`src/rtl/word_receiver.sv`:
```
// word_receiver: packs four received bytes (little-endian) into one word.
// A partial word is dropped when the gap between bytes exceeds TIMEOUT_CYCLES,
// or when i_clear is asserted. Completed words appear one clock after the 4th byte.
module word_receiver #(
  parameter int unsigned NB_DATA        = 32,       // assembled word width (4 * NB_BYTE)
  parameter int unsigned NB_BYTE        = 8,        // byte width
  parameter int unsigned TIMEOUT_CYCLES = 2604000   // max idle clocks between bytes
) (
  input  logic               i_clock,
  input  logic               i_reset,
  input  logic [NB_BYTE-1:0] i_rx_data,
  input  logic               i_rx_done,
  input  logic               i_clear,
  output logic [NB_DATA-1:0] o_word,
  output logic               o_word_valid,
  output logic [1:0]         o_byte_count,
  output logic               o_busy,
  output logic               o_timeout
);

  // Guard against a zero-width counter if TIMEOUT_CYCLES is tiny.
  localparam int unsigned TW = (TIMEOUT_CYCLES > 1) ? $clog2(TIMEOUT_CYCLES) : 1;
  localparam logic [TW-1:0] TMAX = TW'(TIMEOUT_CYCLES - 1);

  typedef enum logic {
    StIdle,
    StCollect
  } state_e;

  state_e              r_state;
  state_e              w_state_next;
  logic [1:0]          r_count;
  logic [1:0]          w_count_next;
  logic [TW-1:0]       r_tcnt;
  logic [TW-1:0]       w_tcnt_next;
  logic [NB_DATA-1:0]  r_buf;
  logic [NB_DATA-1:0]  w_buf_next;
  logic [NB_DATA-1:0]  r_word;
  logic [NB_DATA-1:0]  w_word_next;
  logic                r_word_valid;
  logic                w_word_valid_next;
  logic                r_timeout;
  logic                w_timeout_next;

  // State and datapath registers; reset clears everything, including o_word.
  always_ff @(posedge i_clock or posedge i_reset) begin
    if (i_reset) begin
      r_state      <= StIdle;
      r_count      <= 2'd0;
      r_tcnt       <= '0;
      r_buf        <= '0;
      r_word       <= '0;
      r_word_valid <= 1'b0;
      r_timeout    <= 1'b0;
    end else begin
      r_state      <= w_state_next;
      r_count      <= w_count_next;
      r_tcnt       <= w_tcnt_next;
      r_buf        <= w_buf_next;
      r_word       <= w_word_next;
      r_word_valid <= w_word_valid_next;
      r_timeout    <= w_timeout_next;
    end
  end

  // Next-state logic: clear beats everything, an arriving byte beats timeout expiry.
  always_comb begin
    w_state_next      = r_state;
    w_count_next      = r_count;
    w_tcnt_next       = r_tcnt;
    w_buf_next        = r_buf;
    w_word_next       = r_word;
    w_word_valid_next = 1'b0;
    w_timeout_next    = 1'b0;

    if (i_clear) begin
      w_state_next = StIdle;
      w_count_next = 2'd0;
      w_tcnt_next  = '0;
      w_buf_next   = '0;
    end else begin
      unique case (r_state)
        StIdle: begin
          w_tcnt_next = '0;
          if (i_rx_done) begin
            w_buf_next              = '0;
            w_buf_next[NB_BYTE-1:0] = i_rx_data;
            w_count_next            = 2'd1;
            w_state_next            = StCollect;
          end
        end

        StCollect: begin
          if (i_rx_done) begin
            w_tcnt_next = '0;
            if (r_count == 2'd3) begin
              // 4th byte: publish the word straight from the buffer plus this byte.
              w_word_next       = {i_rx_data, r_buf[3*NB_BYTE-1:0]};
              w_word_valid_next = 1'b1;
              w_count_next      = 2'd0;
              w_buf_next        = '0;
              w_state_next      = StIdle;
            end else begin
              w_buf_next[int'(r_count)*NB_BYTE +: NB_BYTE] = i_rx_data;
              w_count_next = 2'(r_count + 2'd1);
            end
          end else if (r_tcnt == TMAX) begin
            w_timeout_next = 1'b1;
            w_count_next   = 2'd0;
            w_tcnt_next    = '0;
            w_buf_next     = '0;
            w_state_next   = StIdle;
          end else begin
            // Cannot wrap: TMAX is always caught above.
            w_tcnt_next = r_tcnt + 1'b1;
          end
        end

        default: begin
          w_state_next = StIdle;
          w_count_next = 2'd0;
          w_tcnt_next  = '0;
        end
      endcase
    end
  end

  // All outputs come straight from registers.
  always_comb begin
    o_word       = r_word;
    o_word_valid = r_word_valid;
    o_byte_count = r_count;
    o_busy       = (r_state == StCollect);
    o_timeout    = r_timeout;
  end

endmodule
```
`config.mk`:
```
export PLATFORM = sky130hd
export DESIGN_NAME = word_receiver
export DESIGN_NICKNAME = d
export VERILOG_FILES = /design/src/rtl/word_receiver.sv
export SDC_FILE = /design/constraint.sdc
export NUM_CORES = 1
export LEC_CHECK = 0
export BUFFER_PORTS_ARGS = -buffer_cell sky130_fd_sc_hd__buf_2
export CAP_MARGIN = 20
export CORE_MARGIN = 3
export CORE_UTILIZATION = 55
export DETAILED_ROUTE_END_ITERATION = 6
export PLACE_DENSITY_LB_ADDON = 0.15
export SETUP_SLACK_MARGIN = 0.02
export SLEW_MARGIN = 20
export SYNTH_ARGS = -nofsm -noshare
export SYNTH_HDL_FRONTEND = slang
export SYNTH_SLANG_ARGS = --single-unit
```
`constraint.sdc`:
```
create_clock -name i_clock -period 4.7 [get_ports i_clock]
set_clock_uncertainty 0.05 [all_clocks]
set_input_delay 0.705 -clock i_clock [delete_from_list [all_inputs] [get_ports i_clock]]
set_output_delay 0.705 -clock i_clock [all_outputs]
set_load 0.02 [all_outputs]
```
==> key figures, run 1 <==
Placed design
  • Input/output buffers: 48
  • Placer's final routability congestion estimate: 0.7473
  • Post-detail-place hpwl: approximately 5.3 mm
  • Placed Cells: 482
  • Placement Cell Area: slightly above 0.004 sq mm
  • Setup Slack @ Placement: between 2000 and 2500 ps

Clock network
  • Hold_buf cts: 0
  • Number of buffers inserted to repair setup after CTS: 0
  • Maximum buffer depth of the clock tree: 2
  • Clock tree from TritonCTS: done
  • Total number of clock tree sinks: just over 80
  • Deepest level of the CTS H-tree: 3
  • Number of clock buffers inserted by TritonCTS: 9
  • CTS-repair resized insts: 0
  • Skew-Pair Late Insertion Delay: 360 ps
  • Library cell used as clock root buffer: sky130_fd_sc_hd__clkbuf_8
  • Worst-path clk slew: approximately 90 ps

Critical path
  • Startpoint type of the worst setup path: flip-flop
  • Data arrival time at the worst-slack endpoint: between 2000 and 3000 ps
  • Minimum setup slack among reg-to-reg paths: ~2400 ps
  • Family with the most delay on the worst path: buffers and inverters
  • Cell repeated most along the worst path: sky130_fd_sc_hd__nand2_1
  • Worst Path Class, Setup: flip-flop to flip-flop
  • Worst stage delay on the critical path: roughly 740 ps
  • Library cell contributing the largest single delay on the critical path: sky130_fd_sc_hd__inv_1
  • Critical path cell sequence: ha_1, nand4b_1, buf_4, inv_1, nand2_1, nand2_1
  • Required time at the endpoint of the critical path: roughly 4900 ps
  • Max FO, Critical Path: 33
  • CP endpoint kind: flip-flop
  • CP bufs+invs: 2

Floorplanning
  • Initial core utilization: about three fifths
  • Die area: roughly 0.0079 sq mm
  • Die Ht: 89.04 um
  • Standard-cell row count: 29
  • Core area: about 0.0065 sq mm
  • Number of top-level pins: 49
  • Horiz. Die Dim: a little under 90 um

Synthesis
  • Post-synth EDFFs: 0
  • Cell area after synthesis: approximately 0.0038 sq mm
  • Mapped Cells: ~380
  • Top FF cell, synth: sky130_fd_sc_hd__dfrtp_1
  • Register bit count reported by yosys: 83
  • Post-synthesis cell type with the largest combined area: sky130_fd_sc_hd__dfrtp_1
  • Cells taking the most area after synthesis: sky130_fd_sc_hd__dfrtp_1 (55%), sky130_fd_sc_hd__nand2_1 (10%), sky130_fd_sc_hd__a32o_1 (4.2%)
  • Net count of the mapped netlist: between 300 and 400
  • Count of cell types in the netlist: 39
  • Average footprint of a synthesized cell: ~10 sq um
  • Yosys warning total: 0
  • Share of synthesized registers carrying an async set or reset: between 90% and 100%
  • Top cell type's share of synthesized area: between 50 and 60%
  • Fraction of the yosys area taken by sequential cells: between 50% and 60%

Final layout
  • Commonest cells after routing, fill and taps aside: sky130_fd_sc_hd__nand2_1 (104), sky130_fd_sc_hd__dfrtp_1 (83), sky130_fd_sc_hd__buf_2 (48), sky130_fd_sc_hd__nor2_1 (21)
  • Count of filler cells inserted in the layout: ~550
  • Layout cells sized above 1: about 18%
  • Commonest non-fill, non-tap cell in the layout: sky130_fd_sc_hd__nand2_1
  • Final Instance Count excl. Fillers: between 400 and 500
  • Area of all placed cells without fillers: between 0.004 and 0.005 sq mm
  • Number of nets in the final layout: 434
  • Area used by sequential logic in the layout: 0.002077 sq mm
  • Inserted Diodes: 0
  • Total area of multi-input combinational cells: 0.001590 sq mm
  • Growth of design area from synthesis to finish: 12.70%
  • Finished Core Util: 65.44%

Pwr
  • Total design power: between 1 and 1.5 mW
  • Sw frac: around a quarter
  • Leakage Power: approximately 2.3 nW
  • Int Pwr: 0.9929 mW
  • Worst vdd ir: 0.0001941 V
  • Part of the total power dissipated in the clock network: 39.9%
  • Part of the power in combinational logic: 5.1%
  • Total power per unit cell area: roughly 310 mW/mm^2
  • Net load switching power: approximately 0.34 mW
  • Sequential share of power: a little under three fifths

Job
  • # Max-Cap Violations: 0

STA
  • Number of setup violations in the final report: 0
  • Setup slack of the critical path after layout: 2408 ps
  • Hold Fails Final Rpt: 0
  • Actual slew at the worst max-slew pin: around 960 ps
  • Final slew viol count: 0
  • Part of the cycle the worst path needs: 48.76%
  • Total negative slack for setup checks: 0 ps
  • F_max: between 0.4 and 0.5 GHz
  • Worst slew margin relative to its limit: 35.99%
  • Unrepaired setup endpoints after global routing: false
  • Worst hold margin: 411.1 ps
  • Tmin final: roughly 2300 ps

Global route
  • All-layer global routing usage: 22.16%
  • Global route overflow: 0
  • Antenna violations before repair: 0
  • Pin count of the biggest net entering global routing: between 40 and 50
  • Vias in the first global route: approximately 2700
  • First-pass GRT wire length: 13.46 mm

Routing
  • Average wire per standard cell: approximately 16 um
  • Total DRC errors in the routed layout: 0
  • Iteration count of the initial detailed-routing pass: 4
  • Routed wire length: just under 8 mm
  • Iteration-0 DRC count of the detailed router: 194
  • Remaining antenna violation count after routing: 0
  • Vias after detailed routing: between 2000 and 3000
  • Number of vias per cell: roughly 5.8

Outcome
  • Status: complete, no violations

Min path
  • Hold Crit Class: flip-flop to flip-flop
-- registers in the layout, indices dropped and copies added (netlist names) --
register      cells
r_tcnt           22
o_word           32
r_buf            24
o_byte_count      2
o_word_valid      1
o_busy            1
o_timeout         1
-- final cells by class --
cell class	count	area share, %
Clock buffer	9	2.898
Multi-Input combinational cell	260	37.21
Inverter	10	0.9075
Tap cell	77	2.254
Clock inverter	7	1.815
Sequential cell	83	48.59
Timing Repair Buffer	52	6.323
-- per-layer routing --
| metal | vias up | part of all wire (%) | global-route usage (%) |
|---|---|---|---|
| met5 | - | 0 | 0 |
| met4 | 0 | 1.2 | 6.495 |
| met3 | 11 | 5.9 | 5.346 |
| met2 | 88 | 44 | 31.65 |
| met1 | 1402 | 49 | 33.71 |
| li1 | 1386 | - | - |
-- worst register-to-register path, cell delays in order, from the launching register on --
cell and delay [ps]:
sky130_fd_sc_hd__dfrtp_1 480, sky130_fd_sc_hd__ha_1 330, sky130_fd_sc_hd__nand4b_1 120, sky130_fd_sc_hd__buf_4 250, sky130_fd_sc_hd__inv_1 750, sky130_fd_sc_hd__nand2_1 160, sky130_fd_sc_hd__nand2_1 90
-- final timing paths --
path	from	cells past startpoint	end
max	o_byte_count[0]	6	o_word[4]
min	r_tcnt[0]	1	r_tcnt[0]
max reg2reg	o_byte_count[0]	6	o_word[4]
min reg2reg	r_tcnt[0]	1	r_tcnt[0]
max in group asynchronous	i_reset	3	r_buf[1]
min in group asynchronous	i_reset	2	o_word[12]
-- synthesized netlist by cell type, types with 8 or more instances --
| cell type | number |
|---|---|
| sky130_fd_sc_hd__nand2_1 | 104 |
| sky130_fd_sc_hd__dfrtp_1 | 83 |
| sky130_fd_sc_hd__nor2_1 | 21 |
| sky130_fd_sc_hd__a21o_1 | 16 |
| sky130_fd_sc_hd__a32o_1 | 16 |
| sky130_fd_sc_hd__clkbuf_1 | 12 |
| sky130_fd_sc_hd__xor2_1 | 12 |
| sky130_fd_sc_hd__a21oi_1 | 10 |
| sky130_fd_sc_hd__inv_1 | 10 |
| sky130_fd_sc_hd__a221o_1 | 8 |
| sky130_fd_sc_hd__and3b_1 | 8 |
-- cells by family (layout without fill, tap and decap cells) --
| logic type | after synthesis | after routing | synth area share, % |
|---|---|---|---|
| buf+inv | 32 | 78 | 3.695 |
| xor+xnor | 13 | 13 | 3.002 |
| simple gates | 178 | 178 | 23.29 |
| compound gates | 63 | 63 | 13.26 |
| flops | 83 | 83 | 54.77 |
| fa+ha+maj | 6 | 6 | 1.979 |
-- power groups by stage --
stage	Clock, mW	Sequential, mW	Combinational, mW
floorplan	0	0.747	0.0399
global placement	0	0.745	0.0669
detailed placement	0	0.745	0.0683
CTS	0.533	0.731	0.0684
global route	0.569	0.732	0.0757
finish	0.530	0.731	0.0672
No activity file was read; power rests on OpenSTA's default activity.
==> run 2, diff against run 1 <==
--- a/config.mk
+++ b/config.mk
@@ -5,6 +5,7 @@
 export SDC_FILE = /design/constraint.sdc
 export NUM_CORES = 1
 export LEC_CHECK = 0
+export ABC_AREA = 1
 export BUFFER_PORTS_ARGS = -buffer_cell sky130_fd_sc_hd__buf_2
 export CAP_MARGIN = 20
 export CORE_MARGIN = 3
==> constraint.sdc (replaced) <==
create_clock -name i_clock -period 2.2 [get_ports i_clock]
set_clock_uncertainty 0.05 [all_clocks]
set_input_delay 0.33 -clock i_clock [delete_from_list [all_inputs] [get_ports i_clock]]
set_output_delay 0.33 -clock i_clock [all_outputs]
set_load 0.02 [all_outputs]
==> key figures, run 2 <==
Routing
  • Wire length on met3: between 400 and 500 um
  • Met1 wire length: just under 4 mm
  • Iteration-0 DRC count of the detailed router: between 200 and 300
  • Routed wire length: 8.197 mm
  • Iteration count of the initial detailed-routing pass: 5
  • Total met2 wirelength after detailed routing: 3.723 mm
  • Number of vias per cell: between 5 and 6
  • Highest Signal Layer: met4
  • Vias after detailed routing: ~3200
  • Total DRC errors in the routed layout: 0
  • Remaining antenna violation count after routing: 0
  • Average wire per standard cell: 13.29 um

Clock network
  • Total number of clock tree sinks: just over 80
  • Hold_buf cts: 0
  • Number of clock buffers inserted by TritonCTS: 9
  • Maximum buffer depth of the clock tree: 2
  • Deepest level of the CTS H-tree: 3
  • Library cell used as clock root buffer: sky130_fd_sc_hd__clkbuf_8
  • Skew-Pair Late Insertion Delay: between 300 and 400 ps
  • Number of buffers inserted to repair setup after CTS: 0
  • Clock tree from TritonCTS: done
  • CTS-repair resized insts: 0
  • Worst-path clk slew: approximately 80 ps

STA
  • Tmin final: between 1500 and 2000 ps
  • Part of the cycle the worst path needs: between 80% and 90%
  • F_max: roughly 0.53 GHz
  • Number of setup violations in the final report: 0
  • Final slew viol count: 0
  • Unrepaired setup endpoints after global routing: false
  • Worst slew margin relative to its limit: a little under three fifths
  • Hold Fails Final Rpt: 0
  • Total negative slack for setup checks: 0 ps
  • Actual slew at the worst max-slew pin: between 600 and 700 ps

Floorplanning
  • Horiz. Die Dim: about 90 um
  • Number of top-level pins: between 40 and 50
  • Standard-cell row count: 29
  • Initial core utilization: 58.68%
  • Die Ht: 89.71 um
  • Die area: a little over 0.008 sq mm
  • Core area: around 0.0066 sq mm

Placed design
  • Placer's final routability congestion estimate: 0.9363
  • Post-detail-place hpwl: between 5 and 6 mm
  • Input/output buffers: 48

Final layout
  • Commonest cells after routing, fill and taps aside: sky130_fd_sc_hd__nand2_1 (171), sky130_fd_sc_hd__dfrtp_1 (83), sky130_fd_sc_hd__nor2_1 (50), sky130_fd_sc_hd__buf_2 (48), sky130_fd_sc_hd__inv_1 (41)
  • Inserted Diodes: 0
  • Finished Core Util: 67.44%
  • Total area of multi-input combinational cells: between 0.0015 and 0.002 sq mm
  • Number of nets in the final layout: approximately 540
  • Max reg flops: 32
  • Layout cells sized above 1: around 17%
  • Growth of design area from synthesis to finish: 14.94%
  • Count of filler cells inserted in the layout: 555
  • Commonest non-fill, non-tap cell in the layout: sky130_fd_sc_hd__nand2_1
  • Area used by sequential logic in the layout: 0.002077 sq mm

Synthesis
  • Fraction of the yosys area taken by sequential cells: between 50 and 60%
  • Post-synthesis cell type with the largest combined area: sky130_fd_sc_hd__dfrtp_1
  • Top FF cell, synth: sky130_fd_sc_hd__dfrtp_1
  • Top cell type's share of synthesized area: a little over half
  • Average footprint of a synthesized cell: just over 8 sq um
  • Yosys warning total: 0
  • Net count of the mapped netlist: 484
  • Count of cell types in the netlist: 25
  • Share of synthesized registers carrying an async set or reset: 100.0%
  • Register bit count reported by yosys: 83
  • Cell with the most instances after synthesis: sky130_fd_sc_hd__nand2_1
  • Cells taking the most area after synthesis: sky130_fd_sc_hd__dfrtp_1 (54%), sky130_fd_sc_hd__nand2_1 (17%), sky130_fd_sc_hd__nor2_1 (4.9%)
  • Post-synth EDFFs: 0
  • Cell area after synthesis: about 0.0039 sq mm
  • Mapped Cells: between 400 and 500
  • Most frequent cells after synthesis: sky130_fd_sc_hd__nand2_1 (171), sky130_fd_sc_hd__dfrtp_1 (83), sky130_fd_sc_hd__nor2_1 (50)

Critical path
  • R2r worst-path depth: 10
  • Max FO, Critical Path: 14
  • Minimum setup slack among reg-to-reg paths: around 320 ps
  • Beginning of the worst register-to-register path: r_tcnt[0]
  • Worst Path Class, Setup: flip-flop to flip-flop
  • Required time at the endpoint of the critical path: between 2000 and 2500 ps
  • Data arrival time at the worst-slack endpoint: about 2100 ps
  • CP endpoint kind: flip-flop
  • Startpoint type of the worst setup path: flip-flop
  • Reg-to-reg endpoint: r_buf[16]

Pwr
  • Leakage Power: between 2 and 2.5 nW
  • Total power per unit cell area: between 600 and 700 mW/mm^2
  • Worst vdd ir: around 0.00038 V

Min path
  • Hold Crit Class: input port to async pin

Global route
  • Pin count of the biggest net entering global routing: 84
  • Global route overflow: 0
  • All-layer global routing usage: between 20% and 30%
  • First-pass GRT wire length: around 14 mm
  • Vias in the first global route: 2925
  • Antenna violations before repair: 0

Outcome
  • Status: complete, no violations

Job
  • # Max-Cap Violations: 0
==> run 2: cell type report <==
class | instances | area share [%]
Clock buffer | 11 | 3.418
Sequential cell | 83 | 46.89
Timing Repair Buffer | 53 | 6.554
Clock inverter | 4 | 1.667
Multi-Input combinational cell | 327 | 34.86
Tap cell | 93 | 2.627
Inverter | 46 | 3.983
==> run 2: logic make-up after synthesis <==
kind of cell | Yosys count | synth area share (%)
xor gates and xnor gates | 7 | 1.591
DFF | 83 | 53.90
AOI/OAI and AO/OA | 24 | 3.376
buffers and inverters | 56 | 6.039
and+or+nand+nor | 290 | 33.15
adders and majority gates | 6 | 1.948
==> run 2: routing by layer <==
metal  GRT usage (%)  vias to the layer above
li1                -                     1562
met1           32.26                     1475
met2           32.02                      107
met3           3.255                       13
met4           6.897                        0
met5               0                        -
==> run 2: through the flow <==
| step | power (mW) | instances | hold WS, ps | cell area, sq um | setup slack (ps) |
|---|---|---|---|---|---|
| after global routing | 3.102 | 617 | 69.31 | 4429 | 149.6 |
| after floorplan | 1.728 | 466 | 381.8 | 3857 | 375.3 |
| after CTS | 3.008 | 617 | 66.82 | 4429 | 295.9 |
| final | 2.994 | 617 | 40.51 | 4429 | 323.2 |
| after global placement | 1.795 | 602 | 392.2 | 4204 | 407.9 |
| after detailed placement | 1.800 | 602 | 402.9 | 4204 | 312.1 |
==> run 2: power breakdown <==
group	leakage [nW]	switching [mW]	internal (mW)
logic	1.13	0.143	0.0561
registers	1.15	0.0190	1.55
clock network	0.115	0.529	0.696
total	2.39	0.691	2.30
==> run 2: critical path, cell delays in order, from the launching register on <==
cell and delay, ps:
sky130_fd_sc_hd__dfrtp_1 380, sky130_fd_sc_hd__ha_1 180, sky130_fd_sc_hd__nand2_1 60, sky130_fd_sc_hd__inv_1 100, sky130_fd_sc_hd__nand2_1 100, sky130_fd_sc_hd__nor2_4 140
sky130_fd_sc_hd__nand3_1 110, sky130_fd_sc_hd__nand2_2 300, sky130_fd_sc_hd__nand3_4 180, sky130_fd_sc_hd__nand2_1 110, sky130_fd_sc_hd__nand2_1 60
==> run 2: worst max-delay path by stage <==
stage                         start         to  slack (ps)  depth (start not counted)
finish                    r_tcnt[0]  r_buf[16]         320                         10
CTS                       r_tcnt[0]  r_buf[16]         300                         10
detailed placement        r_tcnt[0]  r_buf[11]         310                         10
global route              r_tcnt[0]  r_buf[11]         150                         10
global placement          r_tcnt[0]  r_buf[15]         410                         10
floorplan           o_byte_count[0]  r_buf[16]         380                          6
